File: src/rtl/tl_pkg.sv
// Shared encodings and timing defaults for the traffic-light phase timer.
// Imported by the phase sequencer and its lamp decoder.
package tl_pkg;

    typedef enum logic [1:0] {
        PH_ALLRED = 2'b00,
        PH_GREEN  = 2'b01,
        PH_YELLOW = 2'b10
    } phase_e;

    localparam logic [3:0] S1 = 4'b0001;
    localparam logic [3:0] S2 = 4'b0010;
    localparam logic [3:0] S3 = 4'b0100;
    localparam logic [3:0] S4 = 4'b1000;

    localparam int GREEN_MIN_DEF = 4;
    localparam int GREEN_MAX_DEF = 10;
    localparam int YELLOW_T_DEF  = 3;
    localparam int ALLRED_T_DEF  = 2;
    localparam int CNT_W_DEF     = 8;

    function automatic logic is_onehot4(input logic [3:0] v);
        return (v == S1) || (v == S2) || (v == S3) || (v == S4);
    endfunction

endpackage

File: src/rtl/lamp_decode.sv
// Phase + one-hot side to per-side lamps; each side shows exactly one lamp.
// Purely combinational so display/debug logic can share it.
module lamp_decode
    import tl_pkg::*;
(
    input  logic [1:0] phase_i,
    input  logic [3:0] side_i,
    output logic [3:0] green_o,
    output logic [3:0] yellow_o,
    output logic [3:0] red_o
);

    always_comb begin
        green_o  = 4'b0000;
        yellow_o = 4'b0000;
        unique case (phase_i)
            PH_GREEN:  green_o  = side_i;
            PH_YELLOW: yellow_o = side_i;
            default: ;
        endcase
        red_o = ~(green_o | yellow_o);
    end

endmodule

File: src/rtl/phase_timer.sv
// Times ALLRED -> GREEN -> YELLOW for the side chosen by the side FSM,
// drives the lamps and pulses Next once per green/yellow pass.
module phase_timer
    import tl_pkg::*;
#(
    parameter int GREEN_MIN = GREEN_MIN_DEF,
    parameter int GREEN_MAX = GREEN_MAX_DEF,
    parameter int YELLOW_T  = YELLOW_T_DEF,
    parameter int ALLRED_T  = ALLRED_T_DEF,
    parameter int CNT_W     = CNT_W_DEF
) (
    input  logic             clk,
    input  logic             reset,
    input  logic [3:0]       Side,
    input  logic             T1,
    input  logic             T2,
    input  logic             T3,
    input  logic             T4,
    output logic             Next,
    output logic [3:0]       Green,
    output logic [3:0]       Yellow,
    output logic [3:0]       Red,
    output logic [1:0]       Phase
);

    localparam logic [CNT_W-1:0] AR_LAST  = CNT_W'(ALLRED_T - 1);
    localparam logic [CNT_W-1:0] GMIN_LST = CNT_W'(GREEN_MIN - 1);
    localparam logic [CNT_W-1:0] GMAX_LST = CNT_W'(GREEN_MAX - 1);
    localparam logic [CNT_W-1:0] Y_LAST   = CNT_W'(YELLOW_T - 1);

    phase_e           phase_q, phase_d;
    logic [CNT_W-1:0] cnt_q, cnt_d;
    logic             side_ok;
    logic             other_dmd;
    logic             next_c;

    assign side_ok   = is_onehot4(Side);
    // Demand on the active side itself never shortens green.
    assign other_dmd = |({T4, T3, T2, T1} & ~Side);

    always_ff @(posedge clk or negedge reset) begin
        if (!reset) begin
            phase_q <= PH_ALLRED;
            cnt_q   <= '0;
        end else begin
            phase_q <= phase_d;
            cnt_q   <= cnt_d;
        end
    end

    always_comb begin
        phase_d = phase_q;
        cnt_d   = cnt_q + 1'b1;
        next_c  = 1'b0;
        unique case (phase_q)
            PH_ALLRED: begin
                if (cnt_q >= AR_LAST) begin
                    cnt_d = AR_LAST;
                    if (side_ok) begin
                        phase_d = PH_GREEN;
                        cnt_d   = '0;
                    end
                end
            end
            PH_GREEN: begin
                if (!side_ok) begin
                    phase_d = PH_ALLRED;
                    cnt_d   = '0;
                end else if (cnt_q >= GMAX_LST ||
                             (cnt_q >= GMIN_LST && other_dmd)) begin
                    phase_d = PH_YELLOW;
                    cnt_d   = '0;
                end
            end
            PH_YELLOW: begin
                if (!side_ok) begin
                    phase_d = PH_ALLRED;
                    cnt_d   = '0;
                end else if (cnt_q >= Y_LAST) begin
                    next_c  = 1'b1;
                    phase_d = PH_ALLRED;
                    cnt_d   = '0;
                end
            end
            default: begin
                phase_d = PH_ALLRED;
                cnt_d   = '0;
            end
        endcase
    end

    assign Next  = next_c;
    assign Phase = phase_q;

    lamp_decode u_lamps (
        .phase_i  (phase_q),
        .side_i   (Side),
        .green_o  (Green),
        .yellow_o (Yellow),
        .red_o    (Red)
    );

endmodule
File: config.mk
export PLATFORM = sky130hd
export DESIGN_NAME = phase_timer
export DESIGN_NICKNAME = d
export VERILOG_FILES = /design/src/rtl/tl_pkg.sv /design/src/rtl/lamp_decode.sv /design/src/rtl/phase_timer.sv
export SDC_FILE = /design/constraint.sdc
export NUM_CORES = 1
export LEC_CHECK = 0
export CAP_MARGIN = 30
export CORE_AREA = 2 2 57 59
export DETAILED_ROUTE_END_ITERATION = 12
export DIE_AREA = 0 0 59 61
export PLACE_DENSITY = 0.46
export SYNTH_ARGS = -nofsm -noshare
export SYNTH_HDL_FRONTEND = slang
export SYNTH_HIERARCHICAL = 1
export SYNTH_SLANG_ARGS = --single-unit
File: constraint.sdc
create_clock -name clk -period 1.8 [get_ports clk]
set_input_delay 0.45 -clock clk [delete_from_list [all_inputs] [get_ports clk]]
set_output_delay 0.45 -clock clk [all_outputs]
set_load 0.02 [all_outputs]
==> results_dict.tcl, run 1 <==
set metrics [dict create \
    hold_viol 0 \
    clk_pin_slew_ns 0.06 \
    startpoint "cnt_q[6]" \
    wl_per_cell_um 12.9 \
    ys_ff_latch 10 \
    r2r_slack_ns -0.33 \
    numCtsBuffers 3 \
    post-route-util_pct 43.1 \
    overflow 0 \
    clock_sinks 10 \
    cp-end-kind "output port" \
    cts_tree "yes" \
    finalCritPeriodShare_pct 120 \
    cts_hold_buf 0 \
    ys_types 31 \
    clk_path_buf_depth 2 \
    critical_path.reg2reg.endpoint "cnt_q[0]" \
    stdcell_area_um2 1270 \
    dpl_cell_area_um2 1160 \
    gp_congestion 0.797 \
    ir_drop_mv 0.533 \
    layout-drive-gt1-share_pct 53.1 \
    slew_violations 0 \
    syn-instance-count 74 \
    die_y_um 61 \
    htree_levels 1 \
    grt_pass1_wl_um 3260 \
    worstPathMaxFanout 2 \
    die_x_um 59 \
    cap_viol_max_count 0 \
    p_leak_nw 0.577 \
    fp-row-count 20 \
    syn_avg_cell_area_um2 9.35 \
    drt-initial-drc-count 21 \
    ys_warn_count 6 \
    grt_max_degree 11 \
    start_kind "flip-flop" \
    synthToLayoutAreaGrowth_pct 83.7 \
    fin_cells 161 \
    hold_class "input pin to asynchronous set/reset pin" \
    violations "negative setup slack" \
    root_buffer "clkbuf_4" \
    dp.cells 156 \
    r2r_start "cnt_q[6]" \
    crit_path_end "Next" \
    dieArea_um2 3600 \
    wirelength_um 2070 \
    fillers 314 \
    start_util_pct 23.4 \
    path_class "flip-flop to output port" \
    required_ns 1.35 \
    status "finished with violations" \
    dpl.hpwl_um 1680 \
    fmax_ghz 0.462 \
    finClkSkew_ns 0.00959 \
    post-place-ws_ns -0.964 \
    holdWs_ns 0.499 \
    avgViaCountPerCell 4.47 \
    drt-pass1-iter-count 6 \
    crit_arrival_ns 1.71 \
    num_vias 720 \
    rsz0062_at_grt "true" \
    p_per_area_nw_per_um2 520 \
    seq_area_frac_synth_pct 36.2 \
    diodes 0 \
    clock_latency_ns 0.25 \
    nets 144 \
    track_usage_pct 12.0 \
    grt_pass1_vias 736 \
    antenna_found_initial 0 \
    period_minus_slack_ns 2.16 \
    drtAntennaViolNets 0 \
    top_level_ports 25 \
    postLayoutSetupSlackWorst_ns -0.364 \
    setup_viol 7 \
    numPortBuffers 24 \
    syn_area_um2 692 \
    drc 0 \
    core_area_um2 2950 \
    r2r.worst_path.cells 5 \
]
## layer usage
layer | share of wire, % | vias to the layer above | wire length (µm) | global-route usage [%]
met5 | 0 | - | 0 | 0
met4 | 0 | 0 | 0 | 1.95
met3 | 5.8 | 0 | 121 | 3.62
met2 | 51 | 25 | 1050 | 23.3
met1 | 43 | 328 | 897 | 13.1
li1 | - | 367 | - | -
## worst min path at each step
stage,start,to,slack (ns),depth (start not counted)
2_1_floorplan,reset,Phase[0],0.15,0
3_3_place_gp,cnt_q[3],cnt_q[3],0.68,3
3_5_place_dp,cnt_q[3],cnt_q[3],0.68,3
4_1_cts,reset,cnt_q[3],0.51,1
5_1_grt,reset,cnt_q[1],0.53,1
6_report,reset,cnt_q[3],0.50,1
## critical path: stages, from the launching register on
cell and delay [ns]:
dfrtp_1 0.37, or4_4 0.53, nor4b_4 0.21, buf_4 0.15
nor4_2 0.03, buf_4 0.16
## cell type report
type                    count  area, µm²  share of cell area, %
clock buffers               3       22.5                   1.77
multi-input cells          63        558                   43.9
well taps                  33       41.3                   3.25
repair buffers             48        382                   30.0
flip-flops and latches     10        253                   19.9
inverters                   4       15.0                   1.18
## Yosys cell counts
cell      number  area share (%)
and2_1         4             3.6
or4_4          1             1.6
o311ai_0       1             1.3
a21oi_1        4             2.9
o21ai_0        1            0.72
or3b_1         1             1.3
o32a_1         1             1.4
xor2_1         3             3.8
and2_2         4             4.3
and2b_2        1             1.3
or4bb_1        1             1.6
inv_1          4             2.2
a211oi_1       1             1.1
conb_1         1            0.54
a2111o_1       1             1.6
nor3_1         2             1.4
or4_1          1             1.1
nor4_1         1            0.90
nand2b_1       6             5.4
nand3_1        2             1.4
a41oi_1        1             1.3
dfrtp_1       10              36
nor4b_1        3             3.8
ha_1           4             7.2
or3_4          1             1.6
xnor2_1        1             1.3
nand2_1        6             3.3
a31oi_1        2             1.8
nor2_1         3             1.6
nor2b_2        1             1.3
a21boi_1       1             1.1
## cell families (layout without fill, tap and decap cells)
| kind of cell | count (synthesis) | count (layout) | share of synthesized area, % |
|---|---|---|---|
| xor+xnor | 4 | 4 | 5.06 |
| flops | 10 | 10 | 36.2 |
| fa+ha+maj | 4 | 4 | 7.23 |
| other cells | 1 | 4 | 0.542 |
| simple gates | 38 | 38 | 35.6 |
| compound gates | 13 | 13 | 13.2 |
| buf+inv | 4 | 55 | 2.17 |
## layout by cell type (no fill, tap or decap), types with 2 or more instances in the layout
| cell type | synthesis | routed |
|---|---|---|
| nand3_1 | 2 | 2 |
| nand2_1 | 6 | 6 |
| clkbuf_2 | 0 | 7 |
| nand2b_1 | 6 | 6 |
| ha_1 | 4 | 2 |
| and2_1 | 4 | 4 |
| nor2_1 | 3 | 3 |
| dfrtp_2 | 0 | 2 |
| clkdlybuf4s15_2 | 0 | 2 |
| xor2_1 | 3 | 2 |
| dlygate4sd2_1 | 0 | 4 |
| inv_1 | 4 | 3 |
| buf_2 | 0 | 2 |
| conb_1 | 1 | 4 |
| and2_2 | 4 | 4 |
| clkdlybuf4s50_1 | 0 | 5 |
| dfrtp_1 | 10 | 8 |
| buf_4 | 0 | 23 |
| nor3_1 | 2 | 2 |
| a21oi_2 | 0 | 2 |
| a21oi_1 | 4 | 2 |
| nor4b_4 | 0 | 2 |
| clkbuf_4 | 0 | 3 |
| buf_6 | 0 | 5 |
## through the flow
| stage | setup TNS (ns) | total power, mW |
|---|---|---|
| 3_3_place_gp | -8.49 | 0.494 |
| 6_report | -2.03 | 0.661 |
| 4_1_cts | -2.00 | 0.665 |
| 3_5_place_dp | -9.21 | 0.498 |
| 5_1_grt | -2.41 | 0.711 |
| 2_1_floorplan | -0.424 | 0.360 |
## what timing repair did
item	in CTS	in global routing
pin swaps	7	5
cloned	0	0
endpoints found under the setup margin	21	19
buffers inserted	1	1
resized for setup	67	22
## registers in the layout, indices dropped and copies added (netlist names)
register and count:
Phase 2, cnt_q 8
## power by group
group          switching (mW)  internal [mW]
Clock                  0.0638         0.0765
Combinational           0.133          0.139
Sequential            0.00942          0.239
Power figures use the tool's default switching activity.
==> inputs of run 2 (changes only) <==
--- a/config.mk
+++ b/config.mk
@@ -10,7 +10,7 @@
 export DETAILED_ROUTE_END_ITERATION = 12
 export DIE_AREA = 0 0 59 61
 export PLACE_DENSITY = 0.46
+export SLEW_MARGIN = 5
 export SYNTH_ARGS = -nofsm -noshare
 export SYNTH_HDL_FRONTEND = slang
-export SYNTH_HIERARCHICAL = 1
 export SYNTH_SLANG_ARGS = --single-unit
==> results_dict.tcl, run 2 <==
set metrics [dict create \
    syn_avg_cell_area_um2 9.43 \
    fillers 313 \
    r2r_start "cnt_q[1]" \
    status "finished with violations" \
    grt_pass1_wl_um 3430 \
    setup_viol 1 \
    p_switching_mw 0.186 \
    ir_drop_mv 0.398 \
    fin_cells 158 \
    period_minus_slack_ns 1.93 \
    dpl.hpwl_um 1560 \
    swShare_pct 28.5 \
    cp-end-kind "output port" \
    htree_levels 1 \
    r2r_slack_ns 0.02 \
    finalCritPeriodShare_pct 107 \
    p_int_mw 0.469 \
    layout_common_cells "buf_4 (21), buf_2 (11), dfrtp_1 (10)" \
    drtAntennaViolNets 0 \
    clock_latency_ns 0.26 \
    path_class "input pin to output port" \
    grt_pass1_vias 774 \
    start_util_pct 23.6 \
    hold_class "input pin to asynchronous set/reset pin" \
    synth_common_cells "dfrtp_1 (10), nor2_1 (10), and2_1 (8), ha_1 (4), nand2b_1 (4)" \
    cts_tree "yes" \
    dp.cells 151 \
    drc 0 \
    slowest_delay_ns 0.30 \
    seq_area_frac_synth_pct 35.8 \
    p_per_area_nw_per_um2 549 \
    hold_viol 0 \
    synthTopCellsByArea "dfrtp_1 (36%), and2_1 (7.2%), ha_1 (7.2%), nor2_1 (5.4%), nand2b_1 (3.6%)" \
    synth_top_area_share_pct 35.8 \
    start_kind "input pin" \
    cp_slowest_cell "dlygate4sd2_1" \
    fmax_ghz 0.519 \
    p_leak_nw 0.567 \
    num_vias 722 \
    wirelength_um 2050 \
    crit_arrival_ns 1.48 \
    root_buffer "clkbuf_4" \
    clk_path_buf_depth 2 \
    slew_violations 0 \
    holdWs_ns 0.496 \
    die_x_um 59 \
    clk_pin_slew_ns 0.06 \
    layout-drive-gt1-share_pct 47.2 \
    die_y_um 61 \
    wl_per_cell_um 12.9 \
    numPortBuffers 24 \
    largest_reg_flops 8 \
    pwr-share-clk_pct 30.1 \
    core_area_um2 2950 \
    antenna_found_initial 0 \
    clock_sinks 10 \
    violations "negative setup slack" \
    top_level_ports 25 \
    nets 140 \
    rsz0062_at_grt "true" \
    top_register "cnt_q" \
    syn-instance-count 74 \
    r2r.worst_path.cells 6 \
    ys.flop_type "dfrtp_1" \
    avgViaCountPerCell 4.57 \
    grt_max_degree 11 \
    postSynth.asyncResetShare_pct 100 \
    post-place-ws_ns -0.921 \
    track_usage_pct 12.7 \
    p_total_mw 0.655 \
    synth_area_leader_cell "dfrtp_1" \
    finClkSkew_ns 0.000700 \
    ys_ff_latch 10 \
    worstPathMaxFanout 4 \
    cap_viol_max_count 0 \
    dieArea_um2 3600 \
    required_ns 1.35 \
    drt-pass1-iter-count 4 \
    synth_edf_count 0 \
    gp_congestion 0.811 \
    postLayoutSetupSlackWorst_ns -0.129 \
    path_cells "dlygate4sd2_1 -> nor4b_4 -> a211oi_2 -> nor3b_2 -> buf_4" \
    ys_types 34 \
    numCtsBuffers 3 \
    final_common_cell "buf_4" \
    pwr-share-comb_pct 32.2 \
    ys_warn_count 0 \
    critical_path.reg2reg.endpoint "cnt_q[1]" \
    drt-initial-drc-count 13 \
    syn_area_um2 698 \
    seq_power_share_pct 37.7 \
    fp-row-count 20 \
    synthToLayoutAreaGrowth_pct 70.8 \
    diodes 0 \
    overflow 0 \
]
run 2: cell types whose count changed in the layout (fill, tap and decap cells not counted), sizes merged, moves of 3 or more:
cell | previous run | this run
nor2 | 3 | 10
clkbuf | 10 | 4
nand2 | 6 | 1
buf | 30 | 33
run 2: logic make-up (layout without fill, tap and decap cells):
| kind of cell | count (synthesis) | in the layout | share of synthesized area, % |
|---|---|---|---|
| fa+ha+maj | 4 | 4 | 7.17 |
| flops | 10 | 10 | 35.8 |
| xor+xnor | 3 | 3 | 3.76 |
| simple gates | 41 | 41 | 36.6 |
| compound gates | 12 | 12 | 14.5 |
| buf+inv | 3 | 51 | 1.61 |
| other cells | 1 | 4 | 0.537 |
run 2: layout make-up:
type / count / area, µm² / area share, %
multi-input cells: 64 / 522 / 43.8
repair buffers: 44 / 332 / 27.8
flip-flops and latches: 10 / 250 / 21.0
well taps: 33 / 41.3 / 3.46
clock buffers: 4 / 36.3 / 3.04
inverters: 3 / 11.3 / 0.944
run 2: worst max-delay path by stage:
stage / start / slack, ns / cells past startpoint / to
6_report: Side[0] / -0.13 / 5 / Next
2_1_floorplan: Side[0] / 0.07 / 3 / Next
3_3_place_gp: Side[3] / -0.86 / 5 / Next
3_5_place_dp: Side[3] / -0.92 / 5 / Next
5_1_grt: cnt_q[7] / -0.23 / 5 / Next
4_1_cts: cnt_q[7] / -0.15 / 5 / Next
run 2: power groups by stage:
stage               combinational, mW  sequential [mW]  clock, mW
global placement                0.206            0.249          0
detailed placement              0.206            0.250          0
global route                    0.230            0.248      0.220
floorplan                      0.0842            0.258          0
CTS                             0.212            0.248      0.211
finish                          0.211            0.247      0.197
run 2: per-layer routing:
| metal | vias up | track usage, % | part of all wire (%) |
|---|---|---|---|
| met3 | 0 | 1.28 | 6.5 |
| met1 | 331 | 15.2 | 45 |
| met2 | 27 | 22.4 | 49 |
| met4 | 0 | 6.82 | 0 |
| li1 | 364 | - | - |
| met5 | - | 0 | 0 |
run 2: metrics by stage:
step                utilization [%]  setup TNS, ns  area [µm²]
finish                         40.4         -0.129        1190
CTS                            41.1         -0.219        1210
global placement               38.1          -8.58        1120
floorplan                         -              0         714
detailed placement             38.1          -8.88        1120
global route                   40.4         -0.518        1190
run 2: worst max-delay path: cells and delay by family:
family,cells,cell delay [ns]
buffers and inverters,2,0.47
AND/OR/NAND/NOR,2,0.48
AO/OA/AOI/OAI,1,0.08
run 2: repair_timing:
action,in CTS,in global routing
cloned,0,0
hold buffers,0,0
pin swaps,10,2
gates resized for setup,66,17
setup endpoints to repair,19,17
setup buffers,3,0
